$ cat src/rtl/seq_pkg.sv
// Shared definitions for the serial sequence interface: FSM state encoding and
// default geometry, common to the pattern transmitter, the detector and benches.
package seq_pkg;

   typedef enum logic [1:0] {
      IDLE  = 2'b00,
      SHIFT = 2'b01,
      GAP   = 2'b10,
      DONE  = 2'b11
   } seq_state_t;

   localparam int SEQ_PAT_W   = 8;
   localparam int SEQ_CNT_W   = 4;
   localparam int SEQ_GAP_LEN = 2;

endpackage

$ cat src/rtl/seq_shift_reg.sv
// Loadable PAT_W-bit left-shift register with MSB-first taps and a bit-index
// down-counter; last is high while the final bit of the pattern is at the MSB.
module seq_shift_reg
   import seq_pkg::*;
#(
   parameter int PAT_W = SEQ_PAT_W
) (
   input  logic             clk,
   input  logic             reset,
   input  logic             load,
   input  logic             shift,
   input  logic [PAT_W-1:0] din,
   output logic             msb,
   output logic             nxt,
   output logic             last
);

   localparam int BW = (PAT_W > 1) ? $clog2(PAT_W) : 1;

   logic [PAT_W-1:0] sr;
   logic [BW-1:0]    bcnt;

   always_ff @(posedge clk or posedge reset) begin
      if (reset) begin
         sr   <= '0;
         bcnt <= '0;
      end else if (load) begin
         sr   <= din;
         bcnt <= BW'(PAT_W - 1);
      end else if (shift) begin
         sr   <= {sr[PAT_W-2:0], 1'b0};
         bcnt <= bcnt - 1'b1;
      end
   end

   assign msb  = sr[PAT_W-1];
   // nxt is the bit that becomes MSB after the next shift, so x can be registered
   assign nxt  = sr[PAT_W-2];
   assign last = (bcnt == '0);

endmodule

$ cat src/rtl/seq_pattern_tx.sv
// Serial bit-pattern transmitter feeding a sequence detector, MSB first.
// Define SEQ_PATTERN_TX_GAP_EN to insert GAP_LEN idle cycles between repetitions.
module seq_pattern_tx
   import seq_pkg::*;
#(
   parameter int PAT_W   = SEQ_PAT_W,
   parameter int CNT_W   = SEQ_CNT_W,
   parameter int GAP_LEN = SEQ_GAP_LEN
) (
   input  logic             clk,
   input  logic             reset,
   input  logic             start,
   input  logic [PAT_W-1:0] pattern,
   input  logic [CNT_W-1:0] rep,
   output logic             x,
   output logic             valid,
   output logic             busy,
   output logic             done
);

   if (PAT_W < 2)   begin : g_bad_pat $error("PAT_W must be at least 2"); end
   if (GAP_LEN < 1) begin : g_bad_gap $error("GAP_LEN must be at least 1"); end

   seq_state_t       state;
   logic [PAT_W-1:0] pat_q;
   logic [CNT_W-1:0] rcnt;
   logic             ld, sh;
   logic [PAT_W-1:0] ld_data;
   logic             sr_msb, sr_nxt, sr_last;
   logic             more;

`ifdef SEQ_PATTERN_TX_GAP_EN
   localparam int GW = (GAP_LEN > 1) ? $clog2(GAP_LEN) : 1;
   logic [GW-1:0] gcnt;
`endif

   // another repetition follows the one whose last bit is on the line
   assign more = (rcnt != CNT_W'(1));

   always_comb begin
      ld      = 1'b0;
      sh      = 1'b0;
      ld_data = pat_q;
      case (state)
         IDLE:  if (start) begin
                   ld      = 1'b1;
                   ld_data = pattern;
                end
         SHIFT: if (!sr_last) sh = 1'b1;
                else if (more) ld = 1'b1;
         default: ;
      endcase
   end

   seq_shift_reg #(.PAT_W(PAT_W)) u_sr (
      .clk   (clk),
      .reset (reset),
      .load  (ld),
      .shift (sh),
      .din   (ld_data),
      .msb   (sr_msb),
      .nxt   (sr_nxt),
      .last  (sr_last)
   );

   always_ff @(posedge clk or posedge reset) begin
      if (reset) begin
         state <= IDLE;
         pat_q <= '0;
         rcnt  <= '0;
         x     <= 1'b0;
         valid <= 1'b0;
         busy  <= 1'b0;
         done  <= 1'b0;
`ifdef SEQ_PATTERN_TX_GAP_EN
         gcnt  <= '0;
`endif
      end else begin
         case (state)
            IDLE: begin
               done <= 1'b0;
               if (start) begin
                  pat_q <= pattern;
                  rcnt  <= rep;
                  if (rep != '0) begin
                     state <= SHIFT;
                     x     <= pattern[PAT_W-1];
                     valid <= 1'b1;
                     busy  <= 1'b1;
                  end else begin
                     state <= DONE;
                     done  <= 1'b1;
                  end
               end
            end
            SHIFT: begin
               if (!sr_last) begin
                  x <= sr_nxt;
               end else begin
                  rcnt <= rcnt - 1'b1;
                  if (!more) begin
                     state <= DONE;
                     x     <= 1'b0;
                     valid <= 1'b0;
                     busy  <= 1'b0;
                     done  <= 1'b1;
                  end else begin
`ifdef SEQ_PATTERN_TX_GAP_EN
                     state <= GAP;
                     x     <= 1'b0;
                     valid <= 1'b0;
                     gcnt  <= GW'(GAP_LEN - 1);
`else
                     x     <= pat_q[PAT_W-1];
`endif
                  end
               end
            end
`ifdef SEQ_PATTERN_TX_GAP_EN
            GAP: begin
               if (gcnt == '0) begin
                  state <= SHIFT;
                  x     <= sr_msb;
                  valid <= 1'b1;
               end else begin
                  gcnt <= gcnt - 1'b1;
               end
            end
`endif
            DONE: begin
               state <= IDLE;
               done  <= 1'b0;
            end
            default: begin
               state <= IDLE;
               x     <= 1'b0;
               valid <= 1'b0;
               busy  <= 1'b0;
               done  <= 1'b0;
            end
         endcase
      end
   end

`ifndef SEQ_PATTERN_TX_GAP_EN
   // shift register MSB is only needed to restart after a gap
   logic unused_msb;
   assign unused_msb = sr_msb;
`endif

endmodule

$ cat config.mk
export PLATFORM = sky130hd
export DESIGN_NAME = seq_pattern_tx
export DESIGN_NICKNAME = d
export VERILOG_FILES = /design/src/rtl/seq_pkg.sv /design/src/rtl/seq_shift_reg.sv /design/src/rtl/seq_pattern_tx.sv
export SDC_FILE = /design/constraint.sdc
export NUM_CORES = 1
export LEC_CHECK = 0
export CORE_MARGIN = 10
export CORE_UTILIZATION = 49
export DETAILED_ROUTE_END_ITERATION = 10
export PLACE_DENSITY = 0.82
export RECOVER_POWER = 50
export SETUP_SLACK_MARGIN = 0.15
export SYNTH_ARGS = -nofsm -noshare
export SYNTH_HDL_FRONTEND = slang
export SYNTH_SLANG_ARGS = --single-unit
$ cat constraint.sdc
create_clock -name clk -period 2 [get_ports clk]
set_clock_uncertainty 0.2 [all_clocks]
set_input_delay 0.4 -clock clk [delete_from_list [all_inputs] [get_ports clk]]
set_output_delay 0.4 -clock clk [all_outputs]
set_load 0.01 [all_outputs]
Word-level counts from Yosys, hierarchy flattened

Index checks and enable logic that the tools add are counted.

Logic and storage cells: 63
Input port bits: 15
Register bits: 27
Memory bits (writable): 0
Memories: 0
Bits in latches: 0
Output and inout port bits: 4
ROM bits: 0

Bitwise gates (word level): 1
Reduce and logical (&&, ||, !) cells: 10
Multipliers: 0
Shift operators: 0
Divide/modulo/power cells: 0
Add/sub/neg operators: 2
Equality and inequality tests: 7
Muxes and demuxes: 35
Order comparisons: 0

Operator list:

| operator                                               | count |
|---|---|
| 2-to-1 mux 1 bit                                       | 17 |
| 2-to-1 mux 8 bit                                       | 2 |
| 2-to-1 mux 7 bit                                       | 2 |
| AND reduction 3 bit                                    | 3 |
| 2-to-1 mux 2 bit                                       | 4 |
| 2-to-1 mux 4 bit                                       | 2 |
| inequality test 2 bit (second input constant)          | 4 |
| one-hot mux 4 bit (2 select lines)                     | 1 |
| 2-to-1 mux 3 bit                                       | 2 |
| one-hot mux 1 bit (3 select lines)                     | 2 |
| AND reduction 5 bit                                    | 1 |
| inequality test 4 x 1 -> 1 bit (second input constant) | 1 |
| one-hot mux 1 bit (2 select lines)                     | 2 |
| one-hot mux 2 bit (2 select lines)                     | 1 |
| nonzero test 2 bit                                     | 2 |
| nonzero test 4 bit                                     | 1 |
| subtractor 4 x 1 -> 4 bit (second input constant)      | 1 |
| logical NOT 3 bit                                      | 1 |
| subtractor 3 x 1 -> 3 bit (second input constant)      | 1 |
| equality test 2 x 1 -> 1 bit (second input constant)   | 1 |
| equality test 2 bit (second input constant)            | 1 |
| logical NOT 2 bit                                      | 1 |
| AND reduction 2 bit                                    | 1 |
| inverter 1 bit                                         | 1 |

Depth between registers and ports, before layout

Word-level depth: 5
Depth in mapped cells: 7
Mapped depth without buffers: 6

Hierarchy

A second synthesis with hierarchy kept.

Cells, all modules: 130
Area total of the unflattened synthesis: 1,437.6 µm²

Modules (own cells, without submodules):

| module         | sequential area each (µm²) | cells an instance | times used | area each (µm²) |
|---|---|---|---|---|
| seq_pattern_tx | 425.4                      | 78                | 1          | 902.1 |
| seq_shift_reg  | 275.3                      | 52                | 1          | 535.5 |

Worst setup path after synthesis

No wires, ideal clock.

Path type: reg2reg
From: register state[1]
To: register u_sr.sr[5]
Library setup time: 0.121 ns
Clock period less this slack: 1.889 ns
Stages on the path, launching flop included: 6
Arrival: 1.568 ns
Path buffers: 2
Path slack: 0.111 ns
Required time: 1.679 ns
Cell sequence: dfrtp_1 buf_6 nor3b_4 buf_6 mux2_2 a22o_2

Longest elaborated chain between the ends: 3
Elaborated cells between the ends (all ways): 7
Classes of those cells: eq/ne (1); mux (4); reduce/logical (2)

Ends and longest elaborated chain:

| item                   | RTL line             | source |
|---|---|---|
| from (decl)            | seq_pattern_tx.sv:24 | `seq_state_t state;` |
| from (signal assigned) | seq_pattern_tx.sv:68 | `state <= IDLE;` |
| from (signal assigned) | seq_pattern_tx.sv:86 | `state <= SHIFT;` |
| from (signal assigned) | seq_pattern_tx.sv:91 | `state <= DONE;` |
| logical NOT 2 bit      | seq_pattern_tx.sv:44 | `case (state)` |
| 2-to-1 mux 8 bit       | seq_pattern_tx.sv:44 |  |
| via ld_data[5]         | seq_pattern_tx.sv:28 | `logic [PAT_W-1:0] ld_data;` |
| 2-to-1 mux 7 bit       | seq_shift_reg.sv:27  | `end else if (load) begin` |
| to (signal assigned)   | seq_shift_reg.sv:28  | `sr <= din;` |
| to (signal assigned)   | seq_shift_reg.sv:31  | `sr <= {sr[PAT_W-2:0], 1'b0};` |
| to (decl)              | seq_shift_reg.sv:20  | `logic [PAT_W-1:0] sr;` |

The timed path passes the listed nets, and every way through them passes these cells.
A chain may end at the register's enable or synchronous reset.

Worst setup path after layout

From: register u_sr.bcnt[1]
To: register u_sr.sr[1]

Longest elaborated chain between the ends: 4
Elaborated cells between the ends (all ways): 7
Classes of those cells: mux (5); reduce/logical (2)

Ends and longest elaborated chain:

| item                                                                   | RTL line             | source |
|---|---|---|
| from (decl)                                                            | seq_shift_reg.sv:21  | `logic [BW-1:0] bcnt;` |
| from (signal assigned)                                                 | seq_shift_reg.sv:29  | `bcnt <= BW'(PAT_W - 1);` |
| from (signal assigned)                                                 | seq_shift_reg.sv:32  | `bcnt <= bcnt - 1'b1;` |
| logical NOT 3 bit *                                                    | seq_shift_reg.sv:39  | `assign last = (bcnt == '0);` |
| 2-to-1 mux 1 bit                                                       | seq_pattern_tx.sv:49 | `SHIFT: if (!sr_last) sh = 1'b1;` |
| one-hot mux 1 bit (2 select lines) or 2-to-1 mux 1 bit (tied branches) | seq_pattern_tx.sv:44 |  |
| 2-to-1 mux 7 bit or nonzero test 2 bit (tied branches)                 | n/a                  |  |

Every way passes the cells marked *; elsewhere a longest branch is shown, timed or not.

==> results_dict.tcl <==
set metrics [dict create \
    outcome "complete, but fails checks" \
    clkTransAtPathRegs_ps 160 \
    period_needed_ps 1834 \
    insertion_delay_ps 340 \
    synthFlopType "dfrtp_1" \
    synthTopCellsByArea "dfrtp_1, mux2_2, ha_1" \
    std_cell_rows 19 \
    ioPinCount 19 \
    grt_pass1_vias 1152 \
    fin_cells 199 \
    power.leakage_nw 0.8624 \
    vias 1180 \
    ys_warn_count 0 \
    cts_max_level 1 \
    fin_ws_ps 166.4 \
    ff2ff_setup_slack_ps 170 \
    vias_per_cell 5.930 \
    initial_core_util_pct 52.00 \
    clock-sinks 27 \
    r2r_start "u_sr.bcnt[1]" \
    routed_wl_mm 3.668 \
    reg2reg_depth 7 \
    worstPathMaxFanout 6 \
    max_slew_margin_pct 55.24 \
    powerDensity_mw_per_mm2 1346 \
    dp_slack_ps -287.1 \
    holdCritPathClass "flop to flop" \
    hold_end "pat_q[7]" \
    syn_inst 131 \
    critPathBufInv 2 \
    grt_pass1_wl_mm 5.533 \
    synth_cell_types 44 \
    crit_family "compound AO/OA/AOI/OAI gates" \
    ys_seq_elements 27 \
    setup.worst_path.class "flop to flop" \
    r2r-end "u_sr.sr[1]" \
    wl_per_cell_um 18.43 \
    violations "design-rule violations" \
    die_w_um 74.33 \
    end_kind "flop" \
    dp_hpwl_mm 2.500 \
    setup_viol 0 \
    drv_cap 0 \
    max_stage_delay_ps 400 \
    cts_tree "built" \
    final_nets 188 \
    area_growth_pct 31.23 \
    rsz0062_at_grt "true" \
    root_buffer "clkbuf_4" \
    clockBufferDepth 2 \
    syn-cell-area_mm2 0.001446 \
    drtIter0Drc 81 \
    numCtsBuffers 3 \
    cp_cell_sequence "inv_1, ha_4, nor2b_4, buf_6, a21oi_4, nor2_4, a221o_1" \
    async_flop_share_pct 100.0 \
    cp.required_ps 2050 \
    place.gp.congestion 0.8064 \
    overflow 0 \
    final_cell_mix "dfrtp_1, buf_4, nor2_1, clkdlybuf4s50_1, nand2_1" \
    seq_area_frac_synth_pct 46.71 \
    dp.cells 186 \
    core-area_mm2 0.002781 \
    drt_first_pass_iters 7 \
    vdd_drop_max_v 0.0009093 \
    hp-start "pat_q[7]" \
    avgSynthCellArea_um2 11.04 \
    antennaDiodeCount 0 \
    layout_commonest_cell "dfrtp_1" \
    synth_edf_count 0 \
    fmax_ghz 0.5454 \
    ant_nets 0 \
    grt_max_degree 28 \
    synth.net_count 150 \
    antenna_found_initial 0 \
    crit_slowest_cell "dfrtp_1" \
    arrival_ps 1880 \
    synth_top_cell_by_area "dfrtp_1" \
    hold_violations 0 \
    dieArea_mm2 0.005525 \
    crit_start "u_sr.bcnt[1]" \
    grtUsageTotal_pct 12.55 \
    drcViolationCount 2 \
    port_buffers 18 \
    chipHeight_um 74.33 \
    start_kind "flop" \
    post-route-period-util_pct 91.68 \
    worstMarginPinSlew_ps 671.4 \
    maxSlewViolCount 0 \
    hold_depth 2 \
    yosysTopAreaCellShare_pct 46.71 \
    num-fill-cells 199 \
    final_layout_size_suffix_gt1_share_pct 32.14 \
]
## state kept, by name, summed over array words and instances (netlist names)
| register | cells |
|---|---|
| pat_q | 8 |
| u_sr.sr | 7 |
| rcnt | 4 |
| u_sr.bcnt | 3 |
| state | 2 |
| busy | 1 |
| done | 1 |
| x | 1 |
## worst max-delay path by stage
stage	to	slack [ps]	cells after the start
2_1_floorplan	u_sr.sr[5]	160	5
3_3_place_gp	u_sr.sr[6]	-260	5
3_5_place_dp	u_sr.sr[1]	-290	5
4_1_cts	u_sr.sr[3]	140	5
5_1_grt	u_sr.sr[4]	90	7
6_report	u_sr.sr[1]	170	7
## layer usage
layer  track usage (%)  up-vias  share of wire [%]
met3             2.660        8                5.1
met2             21.59       38                 51
met1             15.65      583                 43
li1                  -      551                  -
met5                 0        -                  0
met4             3.049        0                1.6
## kinds of logic (layout without fill, tap and decap cells)
family,Yosys count,after routing,share of synthesized area [%]
and+or+nand+nor,43,43,17.48
AOI/OAI and AO/OA,32,32,18.34
DFF,27,27,46.71
buffers and inverters,13,50,5.017
muxes,10,10,7.786
adders and majority gates,4,4,3.460
xor gates and xnor gates,2,2,1.211
## layout make-up
cell class / instances / area [um2] / area share, %
tap: 31 / 38.79 / 2.044
sequential: 27 / 675.6 / 35.60
inverter: 7 / 26.28 / 1.384
clock inverter: 1 / 8.758 / 0.4614
clock buffer: 3 / 22.52 / 1.187
multi-input combinational: 91 / 777.0 / 40.94
timing repair buffer: 39 / 349.1 / 18.39
## power by group
part / leakage [nW] / switching [mW] / internal [mW] / total, mW
Sequential: 0.335 / 0.158 / 0.772 / 0.931
Combinational: 0.509 / 0.643 / 0.715 / 1.36
Clock: 0.0183 / 0.184 / 0.0820 / 0.266
Total: 0.862 / 0.986 / 1.57 / 2.55
## worst min-delay path, delay by kind of cell (launching register included)
family	cells	cell delay [ps]
flops	1	390
compound gates	1	60
simple gates	1	50
## synthesized netlist by cell type, types with 2 or more instances
cell,instances
inv_1,7
a21oi_1,2
a211oi_1,3
and3_1,3
ha_1,4
o21ai_0,7
a22o_1,2
buf_6,2
dfrtp_1,27
o211ai_1,3
buf_4,2
o22ai_1,2
nand2b_1,2
nand2_1,10
nor2_1,12
mux2_2,10
a221o_1,3
nor3_1,3
nor3b_4,2
## through the flow
stage / hold slack (ps) / TNS, ps / total power [mW] / area (um2) / util (%)
after global routing: 336.9 / 0 / 2.705 / 1898 / 68.24
after detailed placement: 279.2 / -1731 / 2.027 / 1725 / 62.03
final: 318.4 / 0 / 2.555 / 1898 / 68.24
after CTS: 198.5 / 0 / 2.376 / 1819 / 65.41
after floorplan: 249.5 / 0 / 1.679 / 1453 / -
after global placement: 272.0 / -1656 / 1.959 / 1725 / 62.03
## timing repair
item,4_1_cts,5_1_grt
pin swaps,3,4
hold buffers,0,0
resized for setup,13,12
endpoints found under the setup margin,12,7
gates cloned,0,0
buffers inserted,5,4
(Power assumes the default switching activity.)
